File: config.mk
export PLATFORM = sky130hd
export DESIGN_NAME = lsu
export DESIGN_NICKNAME = d
export VERILOG_FILES = /design/src/rtl/lsu.sv
export SDC_FILE = /design/constraint.sdc
export NUM_CORES = 1
export LEC_CHECK = 0
export ABC_CLOCK_PERIOD_IN_PS = 2200
export BUFFER_PORTS_ARGS = -buffer_cell sky130_fd_sc_hd__buf_2
export CORE_MARGIN = 2
export CORE_UTILIZATION = 47
export CTS_BUF_LIST = sky130_fd_sc_hd__clkbuf_8
export CTS_CLUSTER_DIAMETER = 80
export DETAILED_ROUTE_END_ITERATION = 6
export MAX_ROUTING_LAYER = met4
export PLACE_DENSITY = 0.79
export SKIP_LAST_GASP = 1
export SYNTH_ARGS = -nofsm -noshare
export SYNTH_HDL_FRONTEND = slang
export SYNTH_SLANG_ARGS = --single-unit
File: constraint.sdc
create_clock -name clk -period 2.2 [get_ports clk]
set_input_delay 0.44 -clock clk [delete_from_list [all_inputs] [get_ports clk]]
set_output_delay 0.44 -clock clk [all_outputs]
set_load 0.005 [all_outputs]
File: src/rtl/lsu.sv
// -----------------------------------------------------------------------------
// lsu -- load/store unit
//
// Converts one decoded load or store into a single request/acknowledge
// transaction on the data-memory bus. The pipeline is stalled while the
// transaction is outstanding. Loads return byte-aligned data that is sign- or
// zero-extended for the writeback path.
//
// Ports:
//   clk, rst_n       clock, asynchronous active-low reset
//   mem_rd_i         load request from the decoder
//   mem_wr_i         store request from the decoder
//   mask_i           funct3 size code (000 B, 001 H, 010 W, 100 BU, 101 HU)
//   addr_i           effective byte address from the ALU
//   wdata_i          store data (rs2)
//   stall_o          hold the pipeline
//   rdata_o          aligned and extended load result (held until next load)
//   rdata_valid_o    one-cycle pulse when rdata_o was just updated
//   exc_o            one-cycle exception pulse
//   exc_code_o       01 misaligned, 10 illegal, 11 bus timeout, 00 otherwise
//   bus_req_o        bus transaction request
//   bus_we_o         bus write enable
//   bus_addr_o       word-aligned bus address
//   bus_be_o         bus byte enables
//   bus_wdata_o      lane-replicated store data
//   bus_ack_i        transaction complete (one-cycle pulse)
//   bus_rdata_i      read word, valid together with bus_ack_i
// -----------------------------------------------------------------------------
module lsu #(
    parameter int MAX_WAIT = 16
) (
    input  logic        clk,
    input  logic        rst_n,
    input  logic        mem_rd_i,
    input  logic        mem_wr_i,
    input  logic [2:0]  mask_i,
    input  logic [31:0] addr_i,
    input  logic [31:0] wdata_i,
    output logic        stall_o,
    output logic [31:0] rdata_o,
    output logic        rdata_valid_o,
    output logic        exc_o,
    output logic [1:0]  exc_code_o,
    output logic        bus_req_o,
    output logic        bus_we_o,
    output logic [31:0] bus_addr_o,
    output logic [3:0]  bus_be_o,
    output logic [31:0] bus_wdata_o,
    input  logic        bus_ack_i,
    input  logic [31:0] bus_rdata_i
);

    typedef enum logic [1:0] {
        IDLE = 2'd0,
        BUSY = 2'd1,
        RESP = 2'd2,
        ERR  = 2'd3
    } state_t;

    localparam logic [7:0] LAST_WAIT = 8'(MAX_WAIT - 1);

    state_t      state;
    state_t      next_state;
    logic [7:0]  wait_cnt;

    logic        lat_we;
    logic [2:0]  lat_mask;
    logic [1:0]  lat_off;
    logic [31:0] lat_addr;
    logic [3:0]  lat_be;
    logic [31:0] lat_wdata;
    logic [31:0] rdata_q;

    logic        access;
    logic        illegal;
    logic        misaligned;
    logic        valid_access;
    logic [3:0]  store_be;
    logic [31:0] store_wdata;
    logic [31:0] load_shifted;
    logic [31:0] load_data;

    // Classify the request presented in IDLE. An illegal encoding takes
    // priority over misalignment so each request reports exactly one cause.
    always_comb begin
        access     = mem_rd_i | mem_wr_i;
        illegal    = access && ((mem_rd_i && mem_wr_i) ||
                                (mask_i == 3'b011) || (mask_i == 3'b110) ||
                                (mask_i == 3'b111) || (mem_wr_i && mask_i[2]));
        misaligned = access && !illegal &&
                     (((mask_i[1:0] == 2'b01) && addr_i[0]) ||
                      ((mask_i == 3'b010) && (addr_i[1:0] != 2'b00)));
        valid_access = access && !illegal && !misaligned;
    end

    // Byte enables and lane-replicated data for the bus. Replicating the
    // store data lets the memory pick its lanes purely from the byte enables.
    // Loads always fetch the full word and extract the field on return.
    always_comb begin
        store_be    = 4'b1111;
        store_wdata = wdata_i;
        if (mem_wr_i) begin
            case (mask_i[1:0])
                2'b00: begin
                    store_be    = 4'b0001 << addr_i[1:0];
                    store_wdata = {4{wdata_i[7:0]}};
                end
                2'b01: begin
                    store_be    = addr_i[1] ? 4'b1100 : 4'b0011;
                    store_wdata = {2{wdata_i[15:0]}};
                end
                default: begin
                    store_be    = 4'b1111;
                    store_wdata = wdata_i;
                end
            endcase
        end
    end

    // Shift the addressed field down to bit 0, then extend it according to
    // the latched size code.
    always_comb begin
        load_shifted = bus_rdata_i >> {lat_off, 3'b000};
        case (lat_mask)
            3'b000:  load_data = {{24{load_shifted[7]}}, load_shifted[7:0]};
            3'b001:  load_data = {{16{load_shifted[15]}}, load_shifted[15:0]};
            3'b100:  load_data = {24'd0, load_shifted[7:0]};
            3'b101:  load_data = {16'd0, load_shifted[15:0]};
            default: load_data = load_shifted;
        endcase
    end

    // State register.
    always_ff @(posedge clk or negedge rst_n) begin
        if (!rst_n) begin
            state <= IDLE;
        end else begin
            state <= next_state;
        end
    end

    // Next-state logic. In BUSY an acknowledge beats the timeout when both
    // happen in the same cycle. RESP and ERR last exactly one cycle.
    always_comb begin
        next_state = state;
        case (state)
            IDLE: if (valid_access) next_state = BUSY;
            BUSY: begin
                if (bus_ack_i) begin
                    next_state = RESP;
                end else if (wait_cnt == LAST_WAIT) begin
                    next_state = ERR;
                end
            end
            RESP:    next_state = IDLE;
            ERR:     next_state = IDLE;
            default: next_state = IDLE;
        endcase
    end

    // Output logic. Outputs are forced low while reset is held so the bus
    // request and the stall disappear immediately, even mid-transaction.
    always_comb begin
        stall_o       = 1'b0;
        rdata_valid_o = 1'b0;
        exc_o         = 1'b0;
        exc_code_o    = 2'b00;
        bus_req_o     = 1'b0;
        bus_we_o      = 1'b0;
        bus_addr_o    = 32'd0;
        bus_be_o      = 4'd0;
        bus_wdata_o   = 32'd0;
        rdata_o       = rdata_q;
        if (rst_n) begin
            case (state)
                IDLE: begin
                    stall_o = valid_access;
                    if (illegal) begin
                        exc_o      = 1'b1;
                        exc_code_o = 2'b10;
                    end else if (misaligned) begin
                        exc_o      = 1'b1;
                        exc_code_o = 2'b01;
                    end
                end
                BUSY: begin
                    stall_o     = 1'b1;
                    bus_req_o   = 1'b1;
                    bus_we_o    = lat_we;
                    bus_addr_o  = lat_addr;
                    bus_be_o    = lat_be;
                    bus_wdata_o = lat_wdata;
                end
                RESP: begin
                    rdata_valid_o = !lat_we;
                end
                ERR: begin
                    exc_o      = 1'b1;
                    exc_code_o = 2'b11;
                end
                default: begin
                    stall_o = 1'b0;
                end
            endcase
        end
    end

    // Transaction datapath: capture the request on acceptance so the bus sees
    // constant values for the whole BUSY interval, count wait cycles, and
    // capture the extended load result on the acknowledge.
    always_ff @(posedge clk or negedge rst_n) begin
        if (!rst_n) begin
            wait_cnt  <= 8'd0;
            lat_we    <= 1'b0;
            lat_mask  <= 3'd0;
            lat_off   <= 2'd0;
            lat_addr  <= 32'd0;
            lat_be    <= 4'd0;
            lat_wdata <= 32'd0;
            rdata_q   <= 32'd0;
        end else begin
            case (state)
                IDLE: begin
                    wait_cnt <= 8'd0;
                    if (valid_access) begin
                        lat_we    <= mem_wr_i;
                        lat_mask  <= mask_i;
                        lat_off   <= addr_i[1:0];
                        lat_addr  <= {addr_i[31:2], 2'b00};
                        lat_be    <= store_be;
                        lat_wdata <= store_wdata;
                    end
                end
                BUSY: begin
                    wait_cnt <= wait_cnt + 8'd1;
                    if (bus_ack_i && !lat_we) begin
                        rdata_q <= load_data;
                    end
                end
                default: begin
                    wait_cnt <= 8'd0;
                end
            endcase
        end
    end

endmodule

==> flow_metrics.env <==
export IMPL_status="finished with violations"
export IMPL_failed_checks="negative setup slack"
export IMPL_cts_tree="built"
export IMPL_cts_root_buf="clkbuf_8"
export IMPL_finalCritPeriodShare_pct=109
export IMPL_dp_cells=949
export IMPL_cp_start_kind="register"
export IMPL_ys_seq_area_share_pct=47.5
export IMPL_synth_edf_count=0
export IMPL_setup_slack_ps=-187
export IMPL_finalMaxSlewViolations=0
export IMPL_nets=922
export IMPL_setup_viol=34
export IMPL_met1_usage_pct=31.9
export IMPL_route_detailed_drc=0
export IMPL_numCtsBuffers=17
export IMPL_skew_ps=6.64
export IMPL_viasPerCell=5.66
export IMPL_hold_path_class="in2async"
export IMPL_ys_seq_elements=114
export IMPL_drtIter0Drc=339
export IMPL_synth_area_top_cells="dfrtp_1 48%, mux2_2 9.4%, and3_1 7.0%"
export IMPL_htree_levels=4
export IMPL_synthCells=581
export IMPL_fin_area_um2=8080
export IMPL_slew_headroom_pct=57.8
export IMPL_maxCapViolations=0
export IMPL_dp_slack_ps=11.1
export IMPL_die_h_um=117
export IMPL_dpl_instance_area_um2=7360
export IMPL_synth_most_common_cell="dfrtp_1"
export IMPL_worst_slew_pin_slew_ps=631
export IMPL_start_util_pct=47.8
export IMPL_grt_use_total_pct=26.5
export IMPL_grt_pass1_wl_um=26800
export IMPL_post_route_min_period_ps=2390
export IMPL_max_clock_freq_mhz=419
export IMPL_crit_reg2reg_launch="state[0]"
export IMPL_grt_pass1_vias=5484
export IMPL_synth_common_cells="114 x dfrtp_1, 67 x and3_1, 50 x mux2_2"
export IMPL_core_area_um2=12600
export IMPL_cts_sinks=114
export IMPL_worst_ep_required_time_ps=1760
export IMPL_crit_start="state[0]"
export IMPL_num_vias=5657
export IMPL_stdcell_count=999
export IMPL_die_area_um2=13700
export IMPL_p_leak_uw=0.00421
export IMPL_antenna_left=0
export IMPL_worstPathArrival_ps=1950
export IMPL_port_buffers=208
export IMPL_antenna_found_initial=1
export IMPL_worst_hold_slack_ps=84.9
export IMPL_cts_path_max_buffers=2
export IMPL_place_hpwl_um=12600
export IMPL_synth_top_area_cell="dfrtp_1"
export IMPL_avgSynthCellArea_um2=10.3
export IMPL_drive_above_1_share_pct=44.9
export IMPL_slowest_stage="dfrtp_1"
export IMPL_io_pins=211
export IMPL_async_flop_share_pct=100
export IMPL_synth_area_um2=6000
export IMPL_ir_drop_v=0.000703
export IMPL_num_rows=41
export IMPL_die_width_um=117
export IMPL_post_drt_wl_per_cell_um=18.2
export IMPL_max_stage_delay_ps=400
export IMPL_end_kind="output port"
export IMPL_synth_top_cell_area_share_pct=47.5
export IMPL_tns_ps=-1000
export IMPL_grt_max_degree=45
export IMPL_clk_pin_slew_ps=70
export IMPL_crit_chain="inv_2 > ha_4 > nand2b_1 > o32a_1 > or2_4 > a21boi_2 > buf_2"
export IMPL_clk_latency_ps=430
export IMPL_finalHoldViolCount=0
export IMPL_rsz0062_at_grt="yes"
export IMPL_crit_fanout=3
export IMPL_ys_warnings_count=0
export IMPL_synthFlopType="dfrtp_1"
export IMPL_power_density_nw_per_um2=1250
export IMPL_wl_um=18200
export IMPL_syn_to_final_growth_pct=34.7
export IMPL_crit_type="reg2out"
export IMPL_firstDrtPassIters=5
export IMPL_synth_distinct_cells=49
export IMPL_gr_max_usage_layer="met2"
export IMPL_grtUsageMet2_pct=41.0
export IMPL_gr_total_overflow=0
export IMPL_grtUsageMet3_pct=6.95
export IMPL_gp_congestion=0.920
[metrics by stage]
stage / power (uW) / utilization, %
global placement: 7370 / 58.6
CTS: 9570 / 62.2
global route: 10800 / 64.3
detailed placement: 7580 / 58.6
floorplan: 6020 / -
finish: 10100 / 64.3
[critical path, delay by kind of cell, from the launching register on]
family,cells,cell delay [ps]
DFF,1,400
AOI/OAI and AO/OA,2,440
and+or+nand+nor,2,300
buffers and inverters,2,220
adders and majority gates,1,150
[where the power goes]
group / internal [uW] / switching (uW) / leakage [uW]
clock network: 994 / 853 / 0.000194
logic: 2430 / 2130 / 0.00264
registers: 3110 / 593 / 0.00138
total: 6540 / 3580 / 0.00421
[state kept, by name, summed over array words and instances, names as in the netlist]
signal,flops
wait_cnt,8
lat_addr,30
lat_we,1
state,2
lat_mask,3
lat_be,4
lat_off,2
lat_wdata,32
rdata_o,32
[kinds of logic (layout without fill, tap and decap cells)]
family	count (synthesis)	in the layout	share of synthesized area, %
and+or+nand+nor	209	209	18.6
DFF	114	114	47.5
AOI/OAI and AO/OA	108	108	12.0
muxes	86	86	15.8
buffers and inverters	53	297	4.13
adders and majority gates	6	6	1.21
xor gates and xnor gates	4	4	0.584
other	1	3	0.0625
[final timing paths]
kind	end	slack, ps	cells after the start
worst max-delay path	stall_o	-190	7
worst min-delay path	lat_wdata[7]	80	2
worst max register to register	lat_addr[25]	200	8
worst min register to register	wait_cnt[0]	460	1
max in group asynchronous	lat_wdata[25]	1060	2
min in group clk	lat_addr[26]	230	2
[placed cells by master (no fill, tap or decap), drive strengths merged, types with 3 or more instances in the layout]
cell,netlist,routed
dfrtp,114,114
and3,67,67
nor2,37,37
mux2i,32,32
a21oi,23,23
nand2,28,28
inv,4,5
o21ai,33,33
o22a,17,17
a211oi,7,7
and2,18,18
clkinvlp,0,3
mux2,53,53
a211o,16,16
or2,3,3
clkbuf,29,24
nand2b,8,8
nor2b,12,12
ha,5,5
buf,19,256
clkinv,1,7
nor3,28,28
[layout make-up]
type                       instances  area, um2
fill                             996       4480
multi-input combinational        415       3040
sequential                       114       2850
timing repair buffer             260       1580
clock buffer                      21        289
tap                              172        215
clock inverter                    11       86.3
inverter                           5       18.8
antenna                            1       2.50
[per-layer routing]
metal  vias to the layer above  wire, um
met5                         -         0
met4                         0       636
met3                        58      1350
met2                       275      8750
met1                      2773      7420
li1                       2551         -
[repair_timing]
action                                 CTS  global route
setup endpoints to repair               66            71
pin swaps                                5             6
setup buffers                            5             6
endpoints found under the hold margin   11             0
gates resized for setup                  8            25
cloned                                   0             5
hold buffers                             1             0
Note: power is estimated with default switching activity, not from simulation.
